<file path="config.mk">
export PLATFORM = sky130hd
export DESIGN_NAME = ps2_kb_rx_fifo
export DESIGN_NICKNAME = d
export VERILOG_FILES = /design/src/rtl/ps2_kb_rx_fifo_pkg.sv /design/src/rtl/ps2_sync_filter.sv /design/src/rtl/ps2_kb_rx_fifo.sv
export SDC_FILE = /design/constraint.sdc
export NUM_CORES = 1
export LEC_CHECK = 0
export BUFFER_PORTS_ARGS = -buffer_cell sky130_fd_sc_hd__buf_4
export CAP_MARGIN = 30
export CORE_MARGIN = 5
export CORE_UTILIZATION = 49
export DETAILED_ROUTE_END_ITERATION = 10
export GPL_TIMING_DRIVEN = 0
export PLACE_DENSITY = 0.62
export SLEW_MARGIN = 10
export SYNTH_ARGS = -nofsm -noshare
export SYNTH_HDL_FRONTEND = slang
export SYNTH_HIERARCHICAL = 1
export SYNTH_SLANG_ARGS = --single-unit
</file>
<file path="constraint.sdc">
create_clock -name clk -period 7.07 [get_ports clk]
set_input_delay 2.121 -clock clk [delete_from_list [all_inputs] [get_ports clk]]
set_output_delay 2.121 -clock clk [all_outputs]
set_load 0.01 [all_outputs]
</file>
<file path="src/rtl/ps2_kb_rx_fifo_pkg.sv">
// Shared constants, FSM state type and the parity helper for the PS/2 keyboard receiver.
package ps2_kb_rx_fifo_pkg;

    // Data bits carried by every PS/2 frame (start, 8 data, parity, stop).
    localparam int         CODE_BITS  = 8;
    // Prefix byte the keyboard sends ahead of a key-release scancode.
    localparam logic [7:0] BREAK_CODE = 8'hF0;

    typedef enum logic [1:0] {
        ST_IDLE   = 2'd0,
        ST_DATA   = 2'd1,
        ST_PARITY = 2'd2,
        ST_STOP   = 2'd3
    } rx_state_t;

    // PS/2 uses odd parity: data bits plus the parity bit hold an odd number of ones.
    function automatic logic odd_parity_ok(input logic [7:0] code, input logic par);
        return ^{code, par};
    endfunction

endpackage

</file>
<file path="src/rtl/ps2_sync_filter.sv">
// Two-flop synchroniser plus stability filter for one raw PS/2 line.
// level follows the raw input only after it has held a new value for FILTER_LEN
// clocks; fall pulses for one clock in the cycle level drops from 1 to 0.
module ps2_sync_filter #(
    parameter int FILTER_LEN = 4
) (
    input  logic clk,
    input  logic rst_n,
    input  logic raw,
    output logic level,
    output logic fall
);

    localparam int CNT_W = $clog2(FILTER_LEN) + 1;

    logic [1:0]       sync;
    logic [CNT_W-1:0] cnt;

    // Bring the asynchronous pin into the clk domain; idle PS/2 lines are high.
    // NOTE: sequential state uses non-blocking assignments so every flop samples pre-edge values.
    always_ff @(posedge clk or negedge rst_n) begin
        if (!rst_n) begin
            sync <= 2'b11;
        end else begin
            sync <= {sync[0], raw};
        end
    end

    // Accept a new level only after it has been stable for FILTER_LEN cycles.
    always_ff @(posedge clk or negedge rst_n) begin
        if (!rst_n) begin
            level <= 1'b1;
            cnt   <= '0;
            fall  <= 1'b0;
        end else begin
            fall <= 1'b0;
            if (sync[1] == level) begin
                cnt <= '0;
            end else if (cnt == CNT_W'(FILTER_LEN - 1)) begin
                level <= sync[1];
                cnt   <= '0;
                fall  <= level;
            end else begin
                cnt <= cnt + 1'b1;
            end
        end
    end

endmodule

</file>
<file path="src/rtl/ps2_kb_rx_fifo.sv">
// PS/2 keyboard receiver: filtered pin sampling, 11-bit frame deframer with parity,
// stop-bit and timeout checking, break-code tagging, and a first-word fall-through FIFO.
module ps2_kb_rx_fifo
    import ps2_kb_rx_fifo_pkg::*;
#(
    parameter int DATA_W      = 8,
    parameter int FIFO_DEPTH  = 16,
    parameter int FILTER_LEN  = 4,
    parameter int TIMEOUT_CYC = 100000,
    parameter int TAG_BREAK   = 1
) (
    input  logic              clk,
    input  logic              rst_n,
    input  logic              PS2_clk,
    input  logic              PS2_data,
    input  logic              KB_read_en,
    input  logic              KB_clear,
    output logic              KB_status,
    output logic [DATA_W-1:0] KB_data,
    output logic              KB_break,
    output logic              buf_full,
    output logic              parity_err,
    output logic              frame_err,
    output logic              overflow
);

    localparam int ADDR_W = $clog2(FIFO_DEPTH);
    localparam int TO_W   = $clog2(TIMEOUT_CYC + 1);

    // ---------------- pin conditioning ----------------
    logic ps2_clk_lvl, ps2_clk_fall;
    logic ps2_data_lvl;
    // Edges of the data line carry no meaning; only its level at a clock fall is used.
    logic data_fall_unused;

    ps2_sync_filter #(.FILTER_LEN(FILTER_LEN)) u_clk_filter (
        .clk   (clk),
        .rst_n (rst_n),
        .raw   (PS2_clk),
        .level (ps2_clk_lvl),
        .fall  (ps2_clk_fall)
    );

    ps2_sync_filter #(.FILTER_LEN(FILTER_LEN)) u_data_filter (
        .clk   (clk),
        .rst_n (rst_n),
        .raw   (PS2_data),
        .level (ps2_data_lvl),
        .fall  (data_fall_unused)
    );

    // ---------------- deframer ----------------
    rx_state_t         state;
    logic [7:0]        shreg;
    logic [2:0]        bit_cnt;
    logic              par_bit;
    logic [TO_W-1:0]   to_cnt;
    logic              break_pend;
    logic              push_valid;
    logic [DATA_W-1:0] push_code;
    logic              push_break;

    // Frame FSM: shift bits on filtered clock falls, validate at the stop bit, flag errors.
    always_ff @(posedge clk or negedge rst_n) begin
        if (!rst_n) begin
            state      <= ST_IDLE;
            shreg      <= '0;
            bit_cnt    <= '0;
            par_bit    <= 1'b0;
            to_cnt     <= '0;
            break_pend <= 1'b0;
            push_valid <= 1'b0;
            push_code  <= '0;
            push_break <= 1'b0;
            parity_err <= 1'b0;
            frame_err  <= 1'b0;
        end else if (KB_clear) begin
            state      <= ST_IDLE;
            bit_cnt    <= '0;
            to_cnt     <= '0;
            break_pend <= 1'b0;
            push_valid <= 1'b0;
            parity_err <= 1'b0;
            frame_err  <= 1'b0;
        end else begin
            push_valid <= 1'b0;
            if (state == ST_IDLE) begin
                if (ps2_clk_fall) begin
                    if (!ps2_data_lvl) begin
                        state   <= ST_DATA;
                        bit_cnt <= '0;
                        to_cnt  <= '0;
                    end else begin
                        frame_err <= 1'b1;
                    end
                end
            end else if (ps2_clk_fall) begin
                to_cnt <= '0;
                case (state)
                    ST_DATA: begin
                        shreg   <= {ps2_data_lvl, shreg[7:1]};
                        bit_cnt <= bit_cnt + 1'b1;
                        if (bit_cnt == 3'(CODE_BITS - 1)) state <= ST_PARITY;
                    end
                    ST_PARITY: begin
                        par_bit <= ps2_data_lvl;
                        state   <= ST_STOP;
                    end
                    ST_STOP: begin
                        state <= ST_IDLE;
                        if (!ps2_data_lvl) begin
                            frame_err <= 1'b1;
                        end else if (!odd_parity_ok(shreg, par_bit)) begin
                            parity_err <= 1'b1;
                        end else if (TAG_BREAK != 0 && shreg == BREAK_CODE) begin
                            break_pend <= 1'b1;
                        end else begin
                            push_valid <= 1'b1;
                            push_code  <= shreg[DATA_W-1:0];
                            push_break <= break_pend;
                            break_pend <= 1'b0;
                        end
                    end
                    default: state <= ST_IDLE;
                endcase
            end else if (to_cnt == TO_W'(TIMEOUT_CYC - 1)) begin
                state     <= ST_IDLE;
                to_cnt    <= '0;
                frame_err <= 1'b1;
            end else begin
                to_cnt <= to_cnt + 1'b1;
            end
        end
    end

    // ---------------- FIFO ----------------
    logic [DATA_W:0] mem [FIFO_DEPTH];
    logic [ADDR_W:0] wr_ptr, rd_ptr;
    logic            empty, full, do_push, do_pop;
    logic [DATA_W:0] head;

    assign empty   = (wr_ptr == rd_ptr);
    assign full    = (wr_ptr[ADDR_W] != rd_ptr[ADDR_W]) &&
                     (wr_ptr[ADDR_W-1:0] == rd_ptr[ADDR_W-1:0]);
    assign do_pop  = KB_read_en && !empty;
    assign do_push = push_valid && (!full || do_pop);

    // Pointer and overflow bookkeeping; clear wins over any same-cycle push or pop.
    always_ff @(posedge clk or negedge rst_n) begin
        if (!rst_n) begin
            wr_ptr   <= '0;
            rd_ptr   <= '0;
            overflow <= 1'b0;
        end else if (KB_clear) begin
            wr_ptr   <= '0;
            rd_ptr   <= '0;
            overflow <= 1'b0;
        end else begin
            if (do_push) wr_ptr <= wr_ptr + 1'b1;
            if (do_pop)  rd_ptr <= rd_ptr + 1'b1;
            if (push_valid && full && !do_pop) overflow <= 1'b1;
        end
    end

    // Entry storage written on push.
    // NOTE: storage has no reset; the pointers alone define which entries are valid.
    always_ff @(posedge clk) begin
        if (do_push) mem[wr_ptr[ADDR_W-1:0]] <= {push_break, push_code};
    end

    assign head      = mem[rd_ptr[ADDR_W-1:0]];
    assign KB_status = !empty;
    assign KB_data   = empty ? '0 : head[DATA_W-1:0];
    assign KB_break  = !empty && head[DATA_W];
    assign buf_full  = full;

endmodule

</file>
==> results of run 1 <==
## through the flow
stage / hold WS [ps] / setup slack [ps] / std cells / power [uW]
floorplan: 345 / 2920 / 551 / 1490
global placement: 346 / 2140 / 798 / 1530
detailed placement: 347 / 2140 / 800 / 1530
CTS: 356 / 1610 / 840 / 2630
global route: 366 / 1500 / 842 / 2720
finish: 361 / 1660 / 842 / 2610
## final timing paths
check	start	endpoint	slack [ps]	depth (start not counted)
max	rd_ptr[2]	KB_data[4]	1660	6
min	u_data_filter/sync[0]	u_data_filter/sync[1]	360	0
max reg2reg	wr_ptr[2]	mem[12][7]	4260	7
min reg2reg	u_data_filter/sync[0]	u_data_filter/sync[1]	360	0
max in group asynchronous	rst_n	u_data_filter/level	5130	2
min in group asynchronous	rst_n	u_clk_filter/sync[0]	1590	1
## layout by cell type, fill, tap and decap left out, types with 7 or more instances in the layout
cell type	instances
mux2i_1	8
nor2b_1	15
ha_1	14
nor2_1	26
clkbuf_16	23
dfrtp_1	62
xor2_1	7
nand2_1	45
clkbuf_1	19
edfxtp_1	144
o21ai_0	15
a31oi_1	8
buf_2	7
xnor2_1	11
buf_4	21
inv_1	10
mux4_2	45
and3_1	9
mux2_2	13
a21oi_1	11
nand3_1	9
## state kept, by name, indices dropped and copies added (netlist names), 2 cells and up
signal	count
bit_cnt	3
mem	144
push_code	8
rd_ptr	5
shreg	8
state	2
to_cnt	17
u_clk_filter/cnt	3
u_clk_filter/sync	2
u_data_filter/cnt	3
u_data_filter/sync	2
wr_ptr	5
## layout make-up
type	count	area [um^2]	area share [%]
Inverter	11	43.8	0.431
Buffer	25	114	1.12
Tap cell	229	287	2.82
Multi-Input combinational cell	303	2820	27.7
Clock inverter	12	91.3	0.899
Sequential cell	212	6030	59.4
Clock buffer	28	594	5.85
Timing Repair Buffer	22	183	1.80
## worst max-delay path: stages (launching register included)
cell      delay (ps)
dfrtp_1          450
buf_1            510
clkbuf_1         540
mux4_2           440
mux4_2           500
nor2b_1          160
buf_4            180
## report_power, final
part           total, uW  switching, uW  internal, uW
clock               1100            467           635
sequential          1370           25.0          1340
combinational        141           79.9          60.9
total               2610            572          2040
## layer usage
metal | vias to the layer above | part of all wire, %
li1 | 2228 | -
met1 | 2485 | 41
met2 | 106 | 52
met3 | 31 | 4.7
met4 | 0 | 2.0
met5 | - | 0
==> impl_metrics.json, run 1 <==
{
  "drc": 0,
  "cts_hold_buf": 0,
  "num_vias": 4850,
  "hold_violations": 0,
  "grt-busiest-layer": "met2",
  "yosys_warnings": 6,
  "start_util_pct": 49.9,
  "clockRootBuffer": "clkbuf_16",
  "synth_nets": 571,
  "clock_sinks": 212,
  "syn_area_per_cell_um2": 16.3,
  "diodes": 0,
  "fin_crit_sh_pct": 76.5,
  "crit_type": "flip-flop to output port",
  "utilization_pct": 56.4,
  "dr.pass1.iters": 4,
  "met3_usage_pct": 2.55,
  "antenna_found_initial": 0,
  "netlist_instances": 551,
  "gp_congestion": 0.782,
  "finalSetupViolations": 0,
  "critical_path.startpoint_type": "flip-flop",
  "endpoint_kind": "output port",
  "period_minus_slack_ps": 5410,
  "cts-resized-gates": 0,
  "area_growth_pct": 13.1,
  "cts_tree": "yes",
  "grtUsageTotal_pct": 17.0,
  "cts_buffers": 23,
  "rows": 49,
  "vias_per_cell": 5.76,
  "cp.required_ps": 4950,
  "port_buffers": 18,
  "avgRoutedWirePerCell_um": 21.3,
  "drive_above_1_share_pct": 23.5,
  "worstPathMaxFanout": 10,
  "p_per_area_nw_per_um2": 257,
  "fin_area_um2": 10200,
  "placedInstanceArea_um2": 9440,
  "vdd_drop_max_mv": 0.191,
  "cts_buffer_depth": 3,
  "arrival_ps": 3280,
  "nets": 618,
  "wirelength_um": 17900,
  "ant_nets": 0,
  "grt_pass1_vias": 5018,
  "grt_max_degree": 69,
  "rsz0062_at_grt": "false",
  "fmax_ghz": 0.185,
  "p_leak_uw": 0.00400,
  "slew_headroom_pct": 40.3,
  "fillers": 1419,
  "tightestPinTransition_ps": 894,
  "use_met1_pct": 22.4,
  "post_cts_buffers": 0,
  "min_path_type": "flip-flop to flip-flop",
  "drt-initial-drc-count": 345,
  "clock_skew_ps": 7.65,
  "pin_count": 20,
  "die_h_um": 145,
  "hpwl_um": 11800,
  "dieWidth_um": 145,
  "setup_tns_ps": 0,
  "die-area_um2": 21100,
  "outcome": "completed",
  "grtUsageMet2_pct": 29.8,
  "maxSlewViolCount": 0,
  "path_clk_slew_ps": 60,
  "cts_max_level": 1,
  "maxCapViolations": 0,
  "netlist_area_um2": 8990,
  "grt_pass1_wl_um": 28400,
  "insertion_delay_ps": 500,
  "grt_overflow": 0,
  "coreArea_um2": 18000
}
Note: power is estimated with default switching activity, not from simulation.
==> run 2, diff against run 1 <==
--- a/config.mk
+++ b/config.mk
@@ -5,6 +5,7 @@
 export SDC_FILE = /design/constraint.sdc
 export NUM_CORES = 1
 export LEC_CHECK = 0
+export ABC_AREA = 1
 export BUFFER_PORTS_ARGS = -buffer_cell sky130_fd_sc_hd__buf_4
 export CAP_MARGIN = 30
 export CORE_MARGIN = 5
==> constraint.sdc (replaced) <==
create_clock -name clk -period 5.2 [get_ports clk]
set_input_delay 1.56 -clock clk [delete_from_list [all_inputs] [get_ports clk]]
set_output_delay 1.56 -clock clk [all_outputs]
set_load 0.01 [all_outputs]
==> run 2 against run 1 <==
  * Flip-flop and latch count unchanged
  * Global-route usage grew 2.6 points
  * Cell area rose by 4.9%
  * Sequential share of layout area fell by 2.8 points
  * Worst hold slack got worse by 6.1 ps
  * Die area rose by 4.3%
  * Cell count up 42%
  * Critical path depth up 1
  * Clock skew shrank 0.81 ps
  * Highest routed layer unchanged
  * Clock power rose by 42%
  * Combinational power is 26% higher
==> impl_metrics.json, run 2 <==
{
  "ff2ff_setup_slack_ps": 2900,
  "tightestPinTransition_ps": 945,
  "cts-resized-gates": 0,
  "dieWidth_um": 148,
  "rsz0062_at_grt": "false",
  "yosys_warnings": 6,
  "fmax_ghz": 0.237,
  "hold_path_depth": 0,
  "maxSlewViolCount": 0,
  "netlist_instances": 894,
  "outcome": "completed",
  "critPathTopFamily": "buffers and inverters",
  "grt_pass1_vias": 6533,
  "start_util_pct": 50.1,
  "reg2regPathDepth": 7,
  "syn_area_per_cell_um2": 10.5,
  "p_leak_uw": 0.00449,
  "grt_overflow": 0,
  "timing.rr.start": "wr_ptr[0]",
  "die-area_um2": 22100,
  "seq_area_um2": 6030,
  "pin_count": 20,
  "largest_reg_flops": 144,
  "endpoint_kind": "output port",
  "clock_skew_ps": 6.84,
  "cts_hold_buf": 0,
  "cp.required_ps": 3640,
  "post_cts_buffers": 0,
  "clockRootBuffer": "clkbuf_16",
  "hold_path_end": "u_data_filter/sync[1]",
  "finalHoldWorstSlack_ps": 355,
  "worst_slack_ps": 980,
  "clock_sinks": 212,
  "dr.pass1.iters": 5,
  "die_h_um": 148,
  "layout_common_cells": "nor2_1 (145), edfxtp_1 (144), nand2_1 (129), o21ai_0 (114), inv_1 (67)",
  "avgRoutedWirePerCell_um": 17.4,
  "cp_num_buf_inv": 3,
  "min_path_type": "flip-flop to flip-flop",
  "crit_cells": 7,
  "path_clk_slew_ps": 60,
  "multi_input_area_um2": 2940,
  "drive_above_1_share_pct": 13.9,
  "slowest_delay_ps": 460,
  "cts_max_level": 1,
  "cts_buffer_depth": 3,
  "crit_type": "flip-flop to output port",
  "port_buffers": 18,
  "drc": 0,
  "cts_tree": "yes",
  "vdd_drop_max_mv": 0.393,
  "grt_pass1_wl_um": 34300,
  "rows": 50,
  "hold_violations": 0,
  "vias_per_cell": 5.41,
  "grt_max_degree": 69,
  "hpwl_um": 14200,
  "insertion_delay_ps": 510,
  "diodes": 0,
  "finalSetupViolations": 0,
  "r2r_end": "mem[11][0]",
  "ant_nets": 0,
  "crit_path_cell_trace": "buf_2, clkbuf_1, o21ai_0, o21ai_0, nand2_1, a31oi_1, buf_4",
  "coreArea_um2": 18800,
  "p_per_area_nw_per_um2": 337,
  "final_common_cell": "nor2_1",
  "slew_headroom_pct": 36.7,
  "utilization_pct": 56.8,
  "cp_slowest_cell": "dfrtp_1",
  "netlist_area_um2": 9400,
  "antenna_found_initial": 0,
  "num_vias": 6457,
  "worst_path_most_repeated_cell": "o21ai_0",
  "min_from": "u_data_filter/sync[0]",
  "area_growth_pct": 13.5,
  "critical_path.startpoint_type": "flip-flop",
  "drt-initial-drc-count": 375,
  "grtUsageTotal_pct": 19.5,
  "fillers": 1643,
  "dp_slack_ps": 1570,
  "synth_nets": 914,
  "period_minus_slack_ps": 4220,
  "nets": 964,
  "arrival_ps": 2660,
  "wirelength_um": 20800,
  "worstPathMaxFanout": 10,
  "setup_tns_ps": 0,
  "fin_crit_sh_pct": 81.2,
  "maxCapViolations": 0,
  "cts_buffers": 23,
  "gp_congestion": 0.869
}
[run 2: changes by cell type in the layout (fill, tap and decap cells not counted), sizes merged, moves of 8 or more]
cell	change
and3	-9
buf	+21
inv	+63
mux2	-15
mux2i	-8
mux4	-45
nand2	+92
nand3	+34
nand4	+11
nor2	+121
nor2b	-17
nor3	+17
o211ai	+16
o21ai	+109
[run 2: report_power, final]
group / total (uW) / switching (uW) / internal, uW
Sequential: 1860 / 27.2 / 1830
Combinational: 177 / 116 / 61.0
Clock: 1560 / 643 / 919
Total: 3600 / 787 / 2810
[run 2: how the worst max path moves through the flow]
stage	start	endpoint	slack [ps]
2_1_floorplan	KB_read_en	mem[11][0]	2220
3_3_place_gp	KB_read_en	mem[8][4]	1410
3_5_place_dp	rd_ptr[1]	KB_data[5]	1570
4_1_cts	rd_ptr[1]	KB_data[5]	990
5_1_grt	rd_ptr[1]	KB_break	810
6_report	rd_ptr[1]	KB_break	980
[run 2: metal layers]
layer	routed length, um	GRT usage (%)
met5	0	0
met4	512	5.77
met3	974	3.08
met2	10500	33.4
met1	8850	25.9
[run 2: stage by stage]
step | power (uW) | instances | area, um^2
finish | 3600 | 1193 | 10700
global route | 3730 | 1193 | 10700
CTS | 3630 | 1192 | 10700
detailed placement | 2070 | 1152 | 9940
global placement | 2060 | 1146 | 9830
floorplan | 2020 | 894 | 9400
[run 2: final cells by class]
cell class	count	area share (%)
clock buffers	30	5.64
flip-flops and latches	212	56.6
inverters	76	2.67
plain buffers	36	1.97
multi-input cells	570	27.6
well taps	234	2.75
repair buffers	25	1.74
clock inverters	10	1.09
[run 2: worst register-to-register path, cell delays in order (launching register included)]
cell	delay [ps]
dfrtp_1	460
xnor2_1	170
nand4_2	170
nor2_4	70
nand2_4	100
nand2_4	70
buf_4	190
nor3_2	690
